**config.mk**
```make
export PLATFORM = sky130hd
export DESIGN_NAME = instr_loader_flat
export DESIGN_NICKNAME = d
export VERILOG_FILES = /design/src/rtl/instr_pkg.sv /design/src/rtl/instr_loader_if.sv /design/src/rtl/instr_out_stage.sv /design/src/rtl/instr_loader.sv /design/src/flat_wrapper.sv
export SDC_FILE = /design/constraint.sdc
export NUM_CORES = 1
export LEC_CHECK = 0
export CAP_MARGIN = 20
export CORE_ASPECT_RATIO = 0.9
export CORE_MARGIN = 2
export CORE_UTILIZATION = 35
export CTS_BUF_LIST = sky130_fd_sc_hd__clkbuf_2
export DETAILED_ROUTE_END_ITERATION = 12
export PLACE_DENSITY = 0.75
export SETUP_SLACK_MARGIN = 0.02
export SYNTH_ARGS = -nofsm -noshare
export SYNTH_HDL_FRONTEND = slang
export SYNTH_HIERARCHICAL = 1
export SYNTH_SLANG_ARGS = --single-unit
```
**constraint.sdc**
```tcl
create_clock -name clk -period 2.2 [get_ports clk]
set_clock_uncertainty 0.1 [all_clocks]
set_input_delay 0.66 -clock clk [delete_from_list [all_inputs] [get_ports clk]]
set_output_delay 0.66 -clock clk [all_outputs]
set_load 0.01 [all_outputs]
```
**src/rtl/instr_pkg.sv**
```systemverilog
// Shared header layout and loader state encoding for the instruction loader.
package instr_pkg;

    localparam int HDR_BANK_LSB = 0;
    localparam int HDR_BANK_W   = 8;
    localparam int HDR_CNT_LSB  = 8;

    typedef enum logic [1:0] {
        IDLE   = 2'd0,
        SETTLE = 2'd1,
        STREAM = 2'd2,
        DROP   = 2'd3
    } loader_state_e;

endpackage

```
**src/rtl/instr_loader_if.sv**
```systemverilog
// Stream-in and buffer-write signals of the instruction loader.
// The slave modport is the loader's view; master is the environment driving it.
interface instr_loader_if #(
    parameter int STREAM_WIDTH = 128,
    parameter int BANK_W       = 2
);
    logic [STREAM_WIDTH-1:0] s_axis_tdata;
    logic                    s_axis_tvalid;
    logic                    s_axis_tlast;
    logic                    s_axis_tready;
    logic [STREAM_WIDTH-1:0] idata_instr;
    logic                    idata_instr_valid;
    logic [BANK_W-1:0]       instr_bank_counter;
    logic                    idata_instr_ready;

    modport slave (
        input  s_axis_tdata, s_axis_tvalid, s_axis_tlast, idata_instr_ready,
        output s_axis_tready, idata_instr, idata_instr_valid, instr_bank_counter
    );

    modport master (
        output s_axis_tdata, s_axis_tvalid, s_axis_tlast, idata_instr_ready,
        input  s_axis_tready, idata_instr, idata_instr_valid, instr_bank_counter
    );
endinterface

```
**src/rtl/instr_out_stage.sv**
```systemverilog
// Single-entry valid/ready output register; a load wins over a drain in the same cycle.
module instr_out_stage #(
    parameter int WIDTH = 128
) (
    input  logic             clk,
    input  logic             rst_n,
    input  logic             load,
    input  logic [WIDTH-1:0] load_data,
    input  logic             ready,
    output logic             valid,
    output logic [WIDTH-1:0] data
);

    always_ff @(posedge clk or negedge rst_n) begin
        if (!rst_n) begin
            valid <= 1'b0;
            data  <= '0;
        end else if (load) begin
            valid <= 1'b1;
            data  <= load_data;
        end else if (valid && ready) begin
            valid <= 1'b0;
        end
    end

endmodule

```
**src/rtl/instr_loader.sv**
```systemverilog
// Parses header + instruction-beat packets from the host stream and steers the
// instruction beats into one bank of the instruction buffer.
//
// state  | meaning
// IDLE   | waiting for a header; output register must drain first
// SETTLE | one dead cycle so the buffer's ready reflects the new bank
// STREAM | forwarding counted instruction beats to the output register
// DROP   | discarding beats until tlast
module instr_loader
    import instr_pkg::*;
#(
    parameter int STREAM_WIDTH = 128,
    parameter int NUM_BANKS    = 4,
    parameter int CNT_WIDTH    = 16
) (
    input  logic          clk,
    input  logic          rst_n,
    instr_loader_if.slave bus,
    output logic          busy,
    output logic          pkt_done,
    output logic          err_bad_bank,
    output logic          err_len
);

    localparam int BANK_W = (NUM_BANKS > 1) ? $clog2(NUM_BANKS) : 1;

    loader_state_e         state_q, state_d;
    logic [CNT_WIDTH-1:0]  cnt_q, cnt_d;
    logic [BANK_W-1:0]     bank_q, bank_d;
    logic                  pkt_done_d, err_bad_d, err_len_d;
    logic                  load;
    logic                  tready;
    logic                  accept;
    logic                  out_valid;
    logic [HDR_BANK_W-1:0] hdr_bank;
    logic [CNT_WIDTH-1:0]  hdr_cnt;

    assign hdr_bank = bus.s_axis_tdata[HDR_BANK_LSB +: HDR_BANK_W];
    assign hdr_cnt  = bus.s_axis_tdata[HDR_CNT_LSB +: CNT_WIDTH];
    assign accept   = bus.s_axis_tvalid & tready;

    always_comb begin
        state_d    = state_q;
        cnt_d      = cnt_q;
        bank_d     = bank_q;
        pkt_done_d = 1'b0;
        err_bad_d  = 1'b0;
        err_len_d  = 1'b0;
        load       = 1'b0;
        tready     = 1'b0;
        case (state_q)
            IDLE: begin
                tready = !out_valid;
                if (accept) begin
                    if (hdr_bank >= HDR_BANK_W'(NUM_BANKS)) begin
                        err_bad_d = 1'b1;
                        if (!bus.s_axis_tlast) state_d = DROP;
                    end else if (hdr_cnt == '0) begin
                        if (bus.s_axis_tlast) begin
                            pkt_done_d = 1'b1;
                        end else begin
                            err_len_d = 1'b1;
                            state_d   = DROP;
                        end
                    end else if (bus.s_axis_tlast) begin
                        err_len_d = 1'b1;
                    end else begin
                        bank_d  = hdr_bank[BANK_W-1:0];
                        cnt_d   = hdr_cnt;
                        state_d = SETTLE;
                    end
                end
            end
            SETTLE: state_d = STREAM;
            STREAM: begin
                tready = !out_valid || bus.idata_instr_ready;
                if (accept) begin
                    load  = 1'b1;
                    cnt_d = cnt_q - CNT_WIDTH'(1);
                    if (cnt_q == CNT_WIDTH'(1)) begin
                        if (bus.s_axis_tlast) begin
                            pkt_done_d = 1'b1;
                            state_d    = IDLE;
                        end else begin
                            err_len_d = 1'b1;
                            state_d   = DROP;
                        end
                    end else if (bus.s_axis_tlast) begin
                        // short packet: deliver this beat, forget the rest of the count
                        err_len_d = 1'b1;
                        cnt_d     = '0;
                        state_d   = IDLE;
                    end
                end
            end
            DROP: begin
                tready = 1'b1;
                if (accept && bus.s_axis_tlast) state_d = IDLE;
            end
            default: state_d = IDLE;
        endcase
    end

    always_ff @(posedge clk or negedge rst_n) begin
        if (!rst_n) begin
            state_q      <= IDLE;
            cnt_q        <= '0;
            bank_q       <= '0;
            pkt_done     <= 1'b0;
            err_bad_bank <= 1'b0;
            err_len      <= 1'b0;
        end else begin
            state_q      <= state_d;
            cnt_q        <= cnt_d;
            bank_q       <= bank_d;
            pkt_done     <= pkt_done_d;
            err_bad_bank <= err_bad_d;
            err_len      <= err_len_d;
        end
    end

    instr_out_stage #(
        .WIDTH(STREAM_WIDTH)
    ) u_out (
        .clk      (clk),
        .rst_n    (rst_n),
        .load     (load),
        .load_data(bus.s_axis_tdata),
        .ready    (bus.idata_instr_ready),
        .valid    (out_valid),
        .data     (bus.idata_instr)
    );

    assign bus.s_axis_tready      = tready;
    assign bus.idata_instr_valid  = out_valid;
    assign bus.instr_bank_counter = bank_q;
    assign busy                   = (state_q != IDLE) || out_valid;

endmodule

```
**src/flat_wrapper.sv**
```systemverilog
// flat-port wrapper written by rule: the top's interface ports become plain ports
module instr_loader_flat import instr_pkg::*;
#(
    parameter int STREAM_WIDTH = 128,
    parameter int NUM_BANKS    = 4,
    parameter int CNT_WIDTH    = 16
)
  (clk, rst_n, busy, pkt_done, err_bad_bank, err_len, bus_s_axis_tdata, bus_s_axis_tvalid, bus_s_axis_tlast, bus_idata_instr_ready, bus_s_axis_tready, bus_idata_instr, bus_idata_instr_valid, bus_instr_bank_counter);
  instr_loader_if #(.STREAM_WIDTH(STREAM_WIDTH), .BANK_W(2)) bus_i ();
  input  logic clk;
  input  logic rst_n;
  output logic busy;
  output logic pkt_done;
  output logic err_bad_bank;
  output logic err_len;
  input wire logic [$bits(bus_i.s_axis_tdata)-1:0] bus_s_axis_tdata;
  input wire logic [$bits(bus_i.s_axis_tvalid)-1:0] bus_s_axis_tvalid;
  input wire logic [$bits(bus_i.s_axis_tlast)-1:0] bus_s_axis_tlast;
  input wire logic [$bits(bus_i.idata_instr_ready)-1:0] bus_idata_instr_ready;
  output wire logic [$bits(bus_i.s_axis_tready)-1:0] bus_s_axis_tready;
  output wire logic [$bits(bus_i.idata_instr)-1:0] bus_idata_instr;
  output wire logic [$bits(bus_i.idata_instr_valid)-1:0] bus_idata_instr_valid;
  output wire logic [$bits(bus_i.instr_bank_counter)-1:0] bus_instr_bank_counter;
  assign bus_i.s_axis_tdata = bus_s_axis_tdata;
  assign bus_i.s_axis_tvalid = bus_s_axis_tvalid;
  assign bus_i.s_axis_tlast = bus_s_axis_tlast;
  assign bus_i.idata_instr_ready = bus_idata_instr_ready;
  assign bus_s_axis_tready = bus_i.s_axis_tready;
  assign bus_idata_instr = bus_i.idata_instr;
  assign bus_idata_instr_valid = bus_i.idata_instr_valid;
  assign bus_instr_bank_counter = bus_i.instr_bank_counter;
  instr_loader #(.STREAM_WIDTH(STREAM_WIDTH), .NUM_BANKS(NUM_BANKS), .CNT_WIDTH(CNT_WIDTH)) u_core (.clk(clk), .rst_n(rst_n), .bus(bus_i), .busy(busy), .pkt_done(pkt_done), .err_bad_bank(err_bad_bank), .err_len(err_len));
endmodule
```
==> summary.txt, run 1 <==
Outcome
  • Outcome: finished, violations left
  • Failing checks: negative setup slack

Logic synthesis
  • Synth Flop Type: dfrtp_1
  • Mapped Area: 0.00650 mm²
  • Largest area contributor in the netlist: dfrtp_1
  • Syn_area_per_cell: 14.1 µm²
  • Sequential area share after synthesis: between 50% and 60%
  • Yosys reg bits: between 150 and 200
  • Synth Instances: around 460
  • Yosys synthesis warning count: 6
  • Main area contributors after synthesis: dfrtp_1, mux2_2, buf_6
  • Number of synthesized flops with an enable pin: 0
  • Synth top area share: between 50% and 60%
  • Synth Net Count: about 600
  • Synth cell types: 44
  • Synth async-reset ratio: 100%

STA
  • Setup violators final: 75
  • Period minus WS final: ~2.6 ns
  • Relative slew slack: 70.4%
  • Setup TNS: -4.57 ns
  • Worst-margin pin slew: 0.445 ns
  • RSZ-0062 raised after global routing: true
  • Worst hold slack: 0.292 ns
  • Part of the cycle the worst path needs: 117%
  • Hold Violations, Final: 0
  • Final Max Tran Viols: 0
  • Setup ws final: -0.377 ns
  • Maximum clock frequency: about 390 MHz

Drt
  • Post-route ant nets: 0
  • DRC viols: 0
  • First-pass iteration count of the detailed router: 4
  • DR vias: ~5500
  • DR vias/cell: about 5
  • Post-Route WL: around 21000 µm
  • Per-cell routed wire length: ~20 µm
  • Initial drt markers: 215

Placed design
  • GPL Wtd Cong: 0.837
  • Number of port buffers: roughly 270
  • Post-DP HPWL: 13700 µm
  • Placed cells: 1001
  • DP Worst Slack: -0.619 ns

Clocking
  • Worst-Skew Late Latency: ~0.72 ns
  • Clock Pin Slew Worst Setup and Hold Paths: about 0.26 ns
  • Htree depth: 4
  • Clock tree buffer depth: 2
  • Sink Count: around 150
  • CTS tree: yes
  • Root buffer cell: clkbuf_2
  • CTS buffer count: 17

Finish
  • Non-filler cells, final: between 1000 and 1500
  • FF+latch area: around 0.0038 mm²
  • Number of inserted diodes: 0
  • Share of cells above drive strength 1: slightly above 50%
  • Most common cell after layout, fill and taps aside: dfrtp_1
  • Synthesis-to-layout area growth: 65.1%
  • Commonest non-fill, non-tap cells in the layout: dfrtp_1, clkdlybuf4s50_1, mux2_4
  • Fin nets: just under 1000
  • Multi-input gate area in the final layout: ~0.003 mm²
  • Filler cells: between 1000 and 1500

Power and ir drop
  • Pwr per Cell Area: 1430 mW/mm²
  • Pleak: a little over 5 nW
  • Final Total Pwr: 0.0153 W
  • Peak VDD IR: 0.000894 V

Floorplan
  • Site Rows: 47
  • Initial Utilization: 35.5%
  • CORE AREA: approximately 0.018 mm²
  • Top-Level Pins: 269
  • Die Wd: 148 µm
  • Die area: approximately 0.020 mm²
  • Die Ht: approximately 130 µm

Critical path
  • Critical Path RT: roughly 1.4 ns
  • Critical-path maximum fanout: 4
  • Nature of the critical path startpoint: flip-flop
  • Kind of critical path: flip-flop to output pin
  • Crit. End Element: output pin
  • Crit path DAT: around 1.8 ns

Global routing
  • Total track usage: 18.8%
  • First-pass GRT wire length: roughly 30000 µm
  • Vias in the first global route: approximately 5600
  • Initial antenna violation count: 0
  • Largest net degree at the start of global routing: 65
  • Gr ovfl total: 0

Min path
  • HP Class: primary input to async pin

Run
  • # Max-Cap Violations: 0
## through the flow
stage | utilization [%] | area, µm²
3_3_place_gp | 53.6 | 9790
3_5_place_dp | 53.6 | 9790
6_report | 58.7 | 10700
5_1_grt | 58.7 | 10700
4_1_cts | 52.7 | 9650
2_1_floorplan | - | 6510
## where the power goes
part	switching, W	internal (W)	total [W]	leakage, nW
Combinational	0.00360	0.00520	0.00881	3.10
Sequential	0.000873	0.00417	0.00504	1.82
Clock	0.00114	0.000348	0.00148	0.135
Total	0.00561	0.00972	0.0153	5.05
## synth_stat cells, types with 2 or more instances
master,n
o21a_1,4
nand3b_1,2
nand2_1,22
or4_1,5
buf_4,3
or3_1,3
o311ai_0,2
nor4b_1,2
nor3_1,5
buf_2,4
dfrtp_1,152
mux2_2,128
ha_1,6
nor4_1,6
clkbuf_1,6
nand2b_1,4
nand3_1,3
inv_1,7
mux2_4,2
a22o_1,14
nor3_2,2
a21oi_1,3
o41ai_1,3
o21ai_0,9
or2_2,2
or3_4,2
nor2_1,14
o31ai_1,19
buf_6,13
## cells by family after synthesis
group	share of synthesized area, %
AO/OA/AOI/OAI	6.97
adder cells (fa/ha/maj)	1.15
buffers and inverters	3.71
flip-flops	58.5
multiplexers	22.6
AND/OR/NAND/NOR	7.02
## per-layer routing
| metal | routed length, µm | up-vias | track usage [%] |
|---|---|---|---|
| met4 | 305 | 0 | 4.43 |
| met2 | 10500 | 217 | 32.3 |
| li1 | - | 2449 | - |
| met5 | 0 | - | 0 |
| met1 | 9080 | 2767 | 22.9 |
| met3 | 1500 | 24 | 6.27 |
## sequential cells by signal (all words and copies together) (netlist names)
| signal | flops |
|---|---|
| u_core/u_out/data | 128 |
| u_core/state_q | 2 |
| u_core/pkt_done | 1 |
| u_core/err_bad_bank | 1 |
| u_core/u_out/valid | 1 |
| u_core/err_len | 1 |
| u_core/cnt_q | 16 |
| u_core/bus.instr_bank_counter | 2 |
## critical path, cell delays in order (launching register included)
cell	delay, ns
dfrtp_1	0.49
nor2_1	0.33
or2_4	0.20
buf_6	0.09
## worst paths after layout
kind,start,to,slack (ns),cells after the start
min in group clk,bus_s_axis_tdata[29],u_core/u_out/data[29],0.44,2
max reg2reg,u_core/state_q[1],u_core/bus.instr_bank_counter[1],-0.09,8
max in group asynchronous,rst_n,u_core/bus.instr_bank_counter[0],1.10,3
min,rst_n,u_core/u_out/data[86],0.29,2
min reg2reg,u_core/u_out/data[32],u_core/u_out/data[32],0.44,1
max,u_core/state_q[0],bus_s_axis_tready,-0.38,3
## what timing repair did
item | 4_1_cts | 5_1_grt
hold endpoints to repair | 33 | 0
cloned | 0 | 13
hold buffers | 1 | 0
pin swaps | 4 | 4
endpoints found under the setup margin | 141 | 159
gates resized for setup | 536 | 182
buffers inserted | 30 | 20
## area by class of cell
cell class	count	share of cell area, %
Clock inverter	15	1.20
Clock buffer	17	0.793
Tap cell	245	2.86
Multi-Input combinational cell	276	27.9
Timing Repair Buffer	383	31.5
Sequential cell	152	35.4
Inverter	7	0.245
(Power assumes the default switching activity.)
==> inputs of run 2 (changes only) <==
--- a/config.mk
+++ b/config.mk
@@ -5,7 +5,7 @@
 export SDC_FILE = /design/constraint.sdc
 export NUM_CORES = 1
 export LEC_CHECK = 0
-export CAP_MARGIN = 20
+export CAP_MARGIN = 5
 export CORE_ASPECT_RATIO = 0.9
 export CORE_MARGIN = 2
 export CORE_UTILIZATION = 35
==> results of run 2 <==
Same layout as run 1: the final DEF is identical, and so are final timing and power.
==> inputs of run 3 (changes only) <==
--- a/config.mk
+++ b/config.mk
@@ -7,13 +7,12 @@
 export LEC_CHECK = 0
 export CAP_MARGIN = 5
 export CORE_ASPECT_RATIO = 0.9
-export CORE_MARGIN = 2
+export CORE_MARGIN = 4
 export CORE_UTILIZATION = 35
 export CTS_BUF_LIST = sky130_fd_sc_hd__clkbuf_2
 export DETAILED_ROUTE_END_ITERATION = 12
-export PLACE_DENSITY = 0.75
+export PLACE_DENSITY = 0.76
 export SETUP_SLACK_MARGIN = 0.02
 export SYNTH_ARGS = -nofsm -noshare
 export SYNTH_HDL_FRONTEND = slang
-export SYNTH_HIERARCHICAL = 1
 export SYNTH_SLANG_ARGS = --single-unit
==> run 3 against run 2 <==
The run still ends with negative setup slack left. Critical path depth increased by 1. Combinational power fell by 12%. Maximum frequency is 7.0% higher. Global-route usage rose by 1.6 points.
==> summary.txt, run 3 <==
Drt
  • Initial drt markers: 241 (was 215)
  • Post-route ant nets: 0 (unchanged)
  • DRC viols: 0 (unchanged)
  • DR vias: 5292 (was 5457)
  • First-pass iteration count of the detailed router: 4 (unchanged)
  • M1 wire length: 7150 µm (was 9080 µm)
  • DR vias/cell: 4.95 (was 4.98)
  • Per-cell routed wire length: 19.1 µm (was 19.6 µm)
  • Top Layer Used: met4 (unchanged)
  • Routed met3 length: 1900 µm (was 1500 µm)
  • Met2 Routed Length: 10800 µm (was 10500 µm)
  • Post-Route WL: 20500 µm (was 21400 µm)

Critical path
  • R2r setup slk: -0.08 ns (was -0.09 ns)
  • Nature of the critical path startpoint: primary input (was flip-flop)
  • Critical Path RT: 1.44 ns (about the same)
  • Kind of critical path: primary input to output pin (was flip-flop to output pin)
  • Crit. End Element: output pin (unchanged)
  • FF-to-FF Start: u_core.cnt_q[7] (was u_core/state_q[1])
  • Reg-to-reg endpoint: u_core.cnt_q[14] (was u_core/bus.instr_bank_counter[1])
  • Critical-path maximum fanout: 2 (was 4)
  • Crit path DAT: 1.65 ns (was 1.82 ns)
  • Critical Path End: bus_s_axis_tready (unchanged)
  • Worst Setup SP: bus_idata_instr_ready (was u_core/state_q[0])
  • Reg2Reg Depth: 6 (was 8)

Clocking
  • Sink Count: 152 (unchanged)
  • Worst-Skew Late Latency: 0.70 ns (was 0.72 ns)
  • Clock Pin Slew Worst Setup and Hold Paths: 0.23 ns (was 0.26 ns)
  • Htree depth: 4 (unchanged)
  • Root buffer cell: clkbuf_2 (unchanged)
  • CTS tree: yes (unchanged)
  • Clock tree buffer depth: 2 (unchanged)
  • CTS buffer count: 17 (unchanged)

Logic synthesis
  • Number of synthesized flops with an enable pin: 0 (unchanged)
  • Synth cell count leaders: dfrtp_1, mux2_2, nand2_1 (unchanged)
  • Sequential area share after synthesis: 60.4% (was 58.5%)
  • Synth Net Count: 589 (was 601)
  • Synth cell types: 40 (was 44)
  • Synth Instances: 451 (was 462)
  • Yosys reg bits: 152 (unchanged)
  • Synth Flop Type: dfrtp_1 (unchanged)
  • Mapped Area: 0.00629 mm² (was 0.00650 mm²)
  • Synth top area share: 60.4% (was 58.5%)
  • Yosys synthesis warning count: 0 (was 6)
  • Main area contributors after synthesis: dfrtp_1, mux2_2, a22o_1 (was dfrtp_1, mux2_2, buf_6)
  • Syn_area_per_cell: 14.0 µm² (was 14.1 µm²)
  • Largest area contributor in the netlist: dfrtp_1 (unchanged)
  • Most common cell in the netlist: dfrtp_1 (unchanged)
  • Synth async-reset ratio: 100% (unchanged)

STA
  • Final Max Tran Viols: 0 (unchanged)
  • RSZ-0062 raised after global routing: true (unchanged)
  • Setup TNS: -0.816 ns (was -4.57 ns)
  • Hold Violations, Final: 0 (unchanged)
  • Period minus WS final: 2.41 ns (was 2.58 ns)
  • Worst-margin pin slew: 0.581 ns (was 0.445 ns)
  • Setup ws final: -0.208 ns (was -0.377 ns)
  • Relative slew slack: 60.9% (was 70.4%)
  • Maximum clock frequency: 415 MHz (was 388 MHz)
  • Setup violators final: 18 (was 75)
  • Part of the cycle the worst path needs: 109% (was 117%)

Placed design
  • Number of port buffers: 268 (unchanged)
  • Post-DP HPWL: 15200 µm (was 13700 µm)
  • GPL Wtd Cong: 0.857 (was 0.837)

Outcome
  • Outcome: finished, violations left (unchanged)
  • Failing checks: negative setup slack (unchanged)

Global routing
  • First-pass GRT wire length: 32200 µm (was 29300 µm)
  • Gr ovfl total: 0 (unchanged)
  • Initial antenna violation count: 2 (was 0)
  • Total track usage: 20.4% (was 18.8%)
  • Largest net degree at the start of global routing: 61 (was 65)
  • Vias in the first global route: 6064 (was 5602)

Finish
  • Synthesis-to-layout area growth: 64.1% (was 65.1%)
  • FF+latch area: 0.00380 mm² (unchanged)
  • Top flop regs: u_core.u_out.data (128), u_core.cnt_q (16) (was u_core/u_out/data (128), u_core/cnt_q (16))
  • Commonest non-fill, non-tap cells in the layout: dfrtp_1, clkdlybuf4s50_1, mux2_2 (was dfrtp_1, clkdlybuf4s50_1, mux2_4)
  • Final Util: 58.6% (was 58.7%)
  • Share of cells above drive strength 1: 54.3% (was 51.3%)
  • Max reg flops: 128 (unchanged)
  • Filler cells: 1441 (was 1463)
  • Register with the most flip-flops: u_core.u_out.data (was u_core/u_out/data)
  • Multi-input gate area in the final layout: 0.00274 mm² (was 0.00300 mm²)
  • Most common cell after layout, fill and taps aside: dfrtp_1 (unchanged)
  • Fin nets: 953 (was 976)

Floorplan
  • Die area: 0.0202 mm² (was 0.0197 mm²)
  • Site Rows: 46 (was 47)
  • Die Wd: 149 µm (was 148 µm)
  • Initial Utilization: 35.7% (was 35.5%)
  • Die Ht: 135 µm (was 133 µm)
  • CORE AREA: 0.0176 mm² (was 0.0183 mm²)
  • Top-Level Pins: 269 (unchanged)

Min path
  • HP Class: primary input to async pin (unchanged)

Power and ir drop
  • Pwr per Cell Area: 1390 mW/mm² (was 1430 mW/mm²)
  • Peak VDD IR: 0.000727 V (was 0.000894 V)
  • Pleak: 4.68 nW (was 5.05 nW)

Run
  • # Max-Cap Violations: 0 (unchanged)
## run 3: changes by cell type after synthesis, sizes merged, moves of 3 or more
cell and delta:
o31ai -16, o41ai +5, nor2 +4, o21ai +10, clkbuf +14, nand3 -4
or4 -3, buf -18, nand2b -3, nor4 +6, nor3 -3
## run 3: per-stage QoR
step	hold WS [ns]	total power [W]	instance area (µm²)	worst slack, ns	instances
detailed placement	0.359	0.0126	9890	-0.683	1011
floorplan	0.264	0.00822	6330	-0.0873	451
global route	0.0704	0.0153	10300	-0.371	1069
CTS	0.105	0.0138	9950	-0.285	1062
global placement	0.359	0.0123	9890	-0.649	1011
finish	0.179	0.0144	10300	-0.208	1070
## run 3: report_power, final
part           leakage (nW)  total (W)  switching, W  internal (W)
clock network         0.152    0.00167       0.00112      0.000554
logic                  2.72    0.00775       0.00347       0.00429
registers              1.81    0.00497      0.000809       0.00416
total                  4.68     0.0144       0.00539       0.00900
## run 3: metal layers
layer,track usage [%],up-vias
li1,-,2381
met1,22.5,2633
met2,35.9,230
met3,7.93,48
met4,7.02,0
met5,0,-
## run 3: worst max-delay path: stages
cell and delay (ns):
clkdlybuf4s50_1 0.44, o21a_1 0.20, or2_4 0.23, buf_6 0.12
## run 3: worst min path at each step
stage | start | endpoint | slack (ns) | cells past startpoint
4_1_cts | rst_n | u_core.err_len | 0.11 | 2
6_report | rst_n | u_core.err_len | 0.18 | 2
2_1_floorplan | rst_n | u_core.bus.instr_bank_counter[0] | 0.26 | 0
3_3_place_gp | rst_n | u_core.u_out.data[21] | 0.36 | 1
3_5_place_dp | rst_n | u_core.u_out.data[21] | 0.36 | 1
5_1_grt | rst_n | u_core.err_len | 0.07 | 2
## run 3: what timing repair did
item / CTS / global route
setup buffers: 16 / 6
pin swaps: 26 / 28
cloned: 3 / 0
hold buffers: 1 / 0
endpoints found under the setup margin: 154 / 101
endpoints found under the hold margin: 152 / 0
resized for setup: 585 / 102
## run 3: area by class of cell
class | count | share of cell area [%]
multi-input combinational | 269 | 26.6
sequential | 152 | 36.8
clock buffer | 17 | 0.824
clock inverter | 14 | 1.56
inverter | 7 | 0.254
tap | 240 | 2.91
antenna | 3 | 0.0727
timing repair buffer | 368 | 31.0
## run 3: logic make-up after synthesis
group | Yosys count | share of synthesized area (%)
fa+ha+maj | 5 | 0.994
buf+inv | 30 | 1.99
flops | 152 | 60.4
simple gates | 71 | 5.81
mux | 131 | 23.4
compound gates | 62 | 7.34
